--- src/rtl/drive_arbiter.sv ---
// drive_arbiter: hands the two motor drivers to the line follower (default owner),
// the crossing-turn sequencer or the station handler. Every change of ownership
// goes through a dead-time guard with both motors stopped, and a watchdog forces
// a task that runs too long back to the line follower.
module drive_arbiter #(
  parameter int GUARD_CYCLES = 50_000,       // stopped cycles on each handover
  parameter int TIMEOUT      = 100_000_000,  // longest task before forced return
  parameter int CNT_W        = 27            // must hold max(GUARD_CYCLES, TIMEOUT)
) (
  input  logic       clk,
  input  logic       reset,                  // synchronous, active-low
  input  logic       req_turn,
  input  logic       req_station,
  input  logic [3:0] lf_motor,               // {l_reset, l_dir, r_reset, r_dir}
  input  logic [3:0] tc_motor,
  input  logic [3:0] st_motor,
  input  logic       tc_done,
  input  logic       st_done,
  output logic       turn_go,
  output logic       station_go,
  output logic       line_follower_start,
  output logic [1:0] owner,
  output logic       timeout_err,
  output logic       motor_l_reset,
  output logic       motor_l_direction,
  output logic       motor_r_reset,
  output logic       motor_r_direction
);

  typedef enum logic [1:0] {S_LINE, S_GUARD_IN, S_TASK, S_GUARD_OUT} state_e;
  typedef enum logic [1:0] {OWN_LINE = 2'd0, OWN_TURN = 2'd1, OWN_STATION = 2'd2} owner_e;

  localparam logic [CNT_W-1:0] GUARD_LAST   = CNT_W'(GUARD_CYCLES - 1);
  localparam logic [CNT_W-1:0] TIMEOUT_LAST = CNT_W'(TIMEOUT - 1);
  localparam logic [CNT_W-1:0] CNT_ONE      = CNT_W'(1);
  localparam logic [3:0]       MOTOR_STOP   = 4'b1010;  // both drivers held in reset

  state_e           r_state, w_state_next;
  owner_e           r_owner, w_owner_next;     // also serves as the task selection
  logic [CNT_W-1:0] r_cnt,   w_cnt_next;
  logic             r_timeout_err, w_timeout_err_next;
  logic             r_lf_start,    w_lf_start_next;
  logic             w_done;
  logic [3:0]       w_motor;

  // State and bookkeeping registers; reset wins over everything, also mid-task.
  // NOTE: sequential state uses non-blocking assignments so every register
  // samples the pre-edge values computed by the combinational block.
  always_ff @(posedge clk) begin
    if (!reset) begin
      r_state       <= S_LINE;
      r_owner       <= OWN_LINE;
      r_cnt         <= '0;
      r_timeout_err <= 1'b0;
      r_lf_start    <= 1'b0;
    end else begin
      r_state       <= w_state_next;
      r_owner       <= w_owner_next;
      r_cnt         <= w_cnt_next;
      r_timeout_err <= w_timeout_err_next;
      r_lf_start    <= w_lf_start_next;
    end
  end

  // Only the done pulse of the task that owns the motors counts.
  assign w_done = (r_owner == OWN_STATION) ? st_done : tc_done;

  // Next-state logic: request arbitration, guard timing, done/watchdog return.
  always_comb begin
    // NOTE: every variable gets a default before the case so no path leaves it
    // unassigned, which would otherwise infer a latch.
    w_state_next       = r_state;
    w_owner_next       = r_owner;
    w_cnt_next         = r_cnt;
    w_timeout_err_next = r_timeout_err;
    w_lf_start_next    = 1'b0;
    case (r_state)
      S_LINE: begin
        // The stale request is still high on the return cycle, so skip it.
        if (!r_lf_start && (req_station || req_turn)) begin
          w_owner_next = req_station ? OWN_STATION : OWN_TURN;
          w_cnt_next   = '0;
          w_state_next = S_GUARD_IN;
        end
      end
      S_GUARD_IN: begin
        if (r_cnt == GUARD_LAST) begin
          w_cnt_next   = '0;
          w_state_next = S_TASK;
        end else begin
          w_cnt_next = r_cnt + CNT_ONE;
        end
      end
      S_TASK: begin
        if (w_done) begin
          w_cnt_next   = '0;
          w_state_next = S_GUARD_OUT;
        end else if (r_cnt == TIMEOUT_LAST) begin
          w_cnt_next         = '0;
          w_timeout_err_next = 1'b1;
          w_state_next       = S_GUARD_OUT;
        end else begin
          w_cnt_next = r_cnt + CNT_ONE;
        end
      end
      S_GUARD_OUT: begin
        if (r_cnt == GUARD_LAST) begin
          w_cnt_next      = '0;
          w_owner_next    = OWN_LINE;
          w_lf_start_next = 1'b1;
          w_state_next    = S_LINE;
        end else begin
          w_cnt_next = r_cnt + CNT_ONE;
        end
      end
      default: w_state_next = S_LINE;
    endcase
  end

  // Motor mux: line follower by default, stopped during guards, task in TASK.
  always_comb begin
    w_motor = lf_motor;
    case (r_state)
      S_GUARD_IN, S_GUARD_OUT: w_motor = MOTOR_STOP;
      S_TASK:                  w_motor = (r_owner == OWN_STATION) ? st_motor : tc_motor;
      default:                 w_motor = lf_motor;
    endcase
  end

  assign turn_go             = (r_state == S_TASK) && (r_owner == OWN_TURN);
  assign station_go          = (r_state == S_TASK) && (r_owner == OWN_STATION);
  assign line_follower_start = r_lf_start;
  assign owner               = r_owner;
  assign timeout_err         = r_timeout_err;
  assign motor_l_reset       = w_motor[3];
  assign motor_l_direction   = w_motor[2];
  assign motor_r_reset       = w_motor[1];
  assign motor_r_direction   = w_motor[0];

endmodule

--- config.mk ---
export PLATFORM = sky130hd
export DESIGN_NAME = drive_arbiter
export DESIGN_NICKNAME = d
export VERILOG_FILES = /design/src/rtl/drive_arbiter.sv
export SDC_FILE = /design/constraint.sdc
export NUM_CORES = 1
export LEC_CHECK = 0
export ABC_AREA = 1
export BUFFER_PORTS_ARGS = -buffer_cell sky130_fd_sc_hd__buf_2
export CORE_AREA = 4 4 67 69
export CTS_CLUSTER_DIAMETER = 60
export CTS_CLUSTER_SIZE = 14
export DETAILED_ROUTE_END_ITERATION = 12
export DIE_AREA = 0 0 71 73
export GPL_TIMING_DRIVEN = 1
export PLACE_DENSITY_LB_ADDON = 0.15
export SETUP_SLACK_MARGIN = 0.1
export SLEW_MARGIN = 20
export SYNTH_ARGS = -nofsm -noshare
export SYNTH_HDL_FRONTEND = slang
export SYNTH_SLANG_ARGS = --single-unit
--- constraint.sdc ---
create_clock -name clk -period 2 [get_ports clk]
set_clock_uncertainty 0.1 [all_clocks]
set_input_delay 0.4 -clock clk [delete_from_list [all_inputs] [get_ports clk]]
set_output_delay 0.4 -clock clk [all_outputs]
set_load 0.1 [all_outputs]
==> summary.md <==
| Metric | Value |
|---|---|
| Worst-path clk slew | approximately 0.070 ns |
| Largest stage delay on the critical path | 0.39 ns |
| Final Setup Violations | 3 |
| Initial antenna violation count | 0 |
| Residual overflow from global routing | 0 |
| DIE AREA | 5180 sq um |
| Avg WL per Cell | ~15 um |
| Vias per Instance | 5.55 |
| Initial Util | 0.560 |
| Drt drc | 0 |
| Most frequent cell after synthesis | nand2_1 |
| RSZ-0062 raised after global routing | yes |
| Worst-Skew Late Latency | 0.29 ns |
| First-pass GRT wire length | 10.2 mm |
| Synth Flop Type | dfxtp_1 |
| Status | complete, but fails checks |
| Stages on worst setup path | 7 |
| Worst slew pin tran | 0.493 ns |
| Most frequent cells after synthesis | nand2_1 (76), nor2_1 (66), dfxtp_1 (33), inv_1 (33), nand3_1 (25) |
| Post-Syn Area | about 2200 sq um |
| Slew headroom | 0.673 |
| GR Util All Layers | 0.250 |
| Startpoint types | register |
| Final GP Congestion | 0.914 |
| Die height | between 70 and 80 um |
| Max_cap viols | 0 |
| Die Width | 71 um |
| Hold path depth | 3 |
| Worst r2r path cells | 9 |
| Sink Count | 33 |
| Tot Pwr | approximately 3.8 mW |
| Hold Crit Start | reset |
| Reg-to-Reg Start | r_state[0] |
| Syn Inst Count | 336 |
| Routed Antenna Nets | 0 |
| CP Max Fanout | 3 |
| Final Hold Violating Endpoints | 0 |
| Proportion of layout cells with a drive suffix above 1 | 0.341 |
| Pwr dens | 1260 nW/um^2 |
| CP required | 1.50 ns |
| Sequential-to-total area share from yosys stat | 0.302 |
| Row count | 23 |
| CP Cell Sequence | inv_4 > ha_4 > or2_4 > nor2_4 > buf_6 > a21oi_4 > buf_12 |
| Critical path's slowest cell | dfxtp_4 |
| Num CTS Buffers | 5 |
| Worst VDD drop | 0.000771 V |
| Pre-CTS WS | -0.0536 ns |
| Largest net degree at the start of global routing | 12 |
| Worst Path Buf+Inv | 3 |
| Drt first-iter violations | 307 |
| CTS Buffer Depth | 2 |
| Failing checks | negative setup slack |
| Synth top area share | 0.302 |
| Final Critical Period | approximately 2.1 ns |
| Crit path max-delay family | flip-flops |
| Synth unique cells | 35 |
| P&R area growth vs syn | 38.3% |
| CORE AREA | roughly 3900 sq um |
| CTS tree | yes |
| Crit path capture type | primary output |
| Ports | 28 |
| Vias in the first global route | 2250 |
| CP Launch Point | r_state[1] |
| Synth async-reset ratio | 0 |
| Vias | 2426 |
| Setup_tns | -0.156 ns |
| Clock root buffer | clkbuf_8 |
| Seq cells post-synth | 33 |
| Drt total wl | 6.63 mm |
| Final period util | 1.03 |
| Worst min-delay path class | in2reg |
| Port Buf Inserts | 27 |
| Post-synth EDFFs | 0 |
| DRT Pass-1 Iters | 5 |
| Max H-tree Level | 2 |
| Cell taking the most area after synthesis | dfxtp_1 |
| Final setup margin | -0.0674 ns |
| Hold buffers post-CTS | 0 |
| Post-layout net count | 410 |
| Max Clock Freq | 484 MHz |
| DP Wirelength | 4.32 mm |
| Area contributors post-synth | dfxtp_1 (30%), nand2_1 (13%), nor2_1 (11%) |
| Diodes inserted | 0 |
| WS Path Type | reg2out |
| Post-Syn Nets | 360 |
| Leak | approximately 1.1 nW |
| Count of pins over their slew limit | 0 |
| Synth warn | 0 |
| Arrival @ worst endpoint | 1.57 ns |
| Avg Inst Size Synth | between 6 and 7 sq um |
==> flip-flops by register name (all words and copies together), names as in the netlist <==
name                 flops
r_state                  2
line_follower_start      1
r_cnt                   27
owner                    2
timeout_err              1
==> cell families after synthesis <==
kind of cell / count (synthesis) / synth area share
AOI/OAI and AO/OA: 34 / 0.0937
DFF: 33 / 0.302
adders and majority gates: 6 / 0.0343
and+or+nand+nor: 215 / 0.459
buffers and inverters: 41 / 0.0839
xor gates and xnor gates: 7 / 0.0280
==> tightest hold or removal path, cell delays in order <==
cell     delay, ns
buf_2         0.15
nand2_1       0.08
nor2_1        0.03
==> layer usage <==
layer / up-vias / track usage / share of wire
li1: 1178 / - / -
met1: 1119 / 0.312 / 0.41
met2: 110 / 0.432 / 0.50
met3: 19 / 0.0427 / 0.066
met4: 0 / 0.0960 / 0.024
met5: - / 0 / 0
==> timing repair <==
action,in CTS,in global routing
setup buffers,8,2
endpoints found under the setup margin,25,30
gates resized for setup,36,23
pin swaps,9,11
cloned,1,2
==> power by group <==
group / internal, mW / leakage [nW] / switching [mW]
Combinational: 0.841 / 0.791 / 1.51
Sequential: 0.728 / 0.271 / 0.0754
Clock: 0.406 / 0.0617 / 0.262
Total: 1.97 / 1.12 / 1.85
==> metrics by stage <==
step           instance area (sq um)  hold slack, ns  utilization  std cells
2_1_floorplan                   2270           0.370            -        336
3_3_place_gp                    2550           0.343        0.653        416
3_5_place_dp                    2550           0.352        0.653        416
4_1_cts                         2870           0.290        0.734        433
5_1_grt                         3030           0.317        0.774        437
6_report                        3030           0.311        0.774        437
==> area by class of cell <==
type	instances	area, sq um
Multi-Input combinational cell	265	1620
Fill cell	267	883
Sequential cell	33	681
Timing Repair Buffer	46	413
Inverter	35	139
Clock buffer	6	82.6
Tap cell	50	62.6
Clock inverter	2	36.3
==> path summary, 6_finish.rpt <==
| path | slack [ns] | end |
|---|---|---|
| max reg2reg | 0.17 | r_cnt[25] |
| max | -0.07 | motor_l_reset |
| min reg2reg | 0.36 | timeout_err |
| min | 0.31 | owner[0] |
==> cells in the final DEF, fill, tap and decap left out, types with 7 or more instances in the layout <==
cell type and instances:
nand2_1 71, nor2_1 61, inv_1 27, nand3_1 25, dfxtp_1 25, buf_2 21, buf_4 14, nor2_2 11
a21oi_1 10, nor3_1 9, buf_12 9, nand2_2 8, a21oi_2 7
Note: power is estimated with default switching activity, not from simulation.
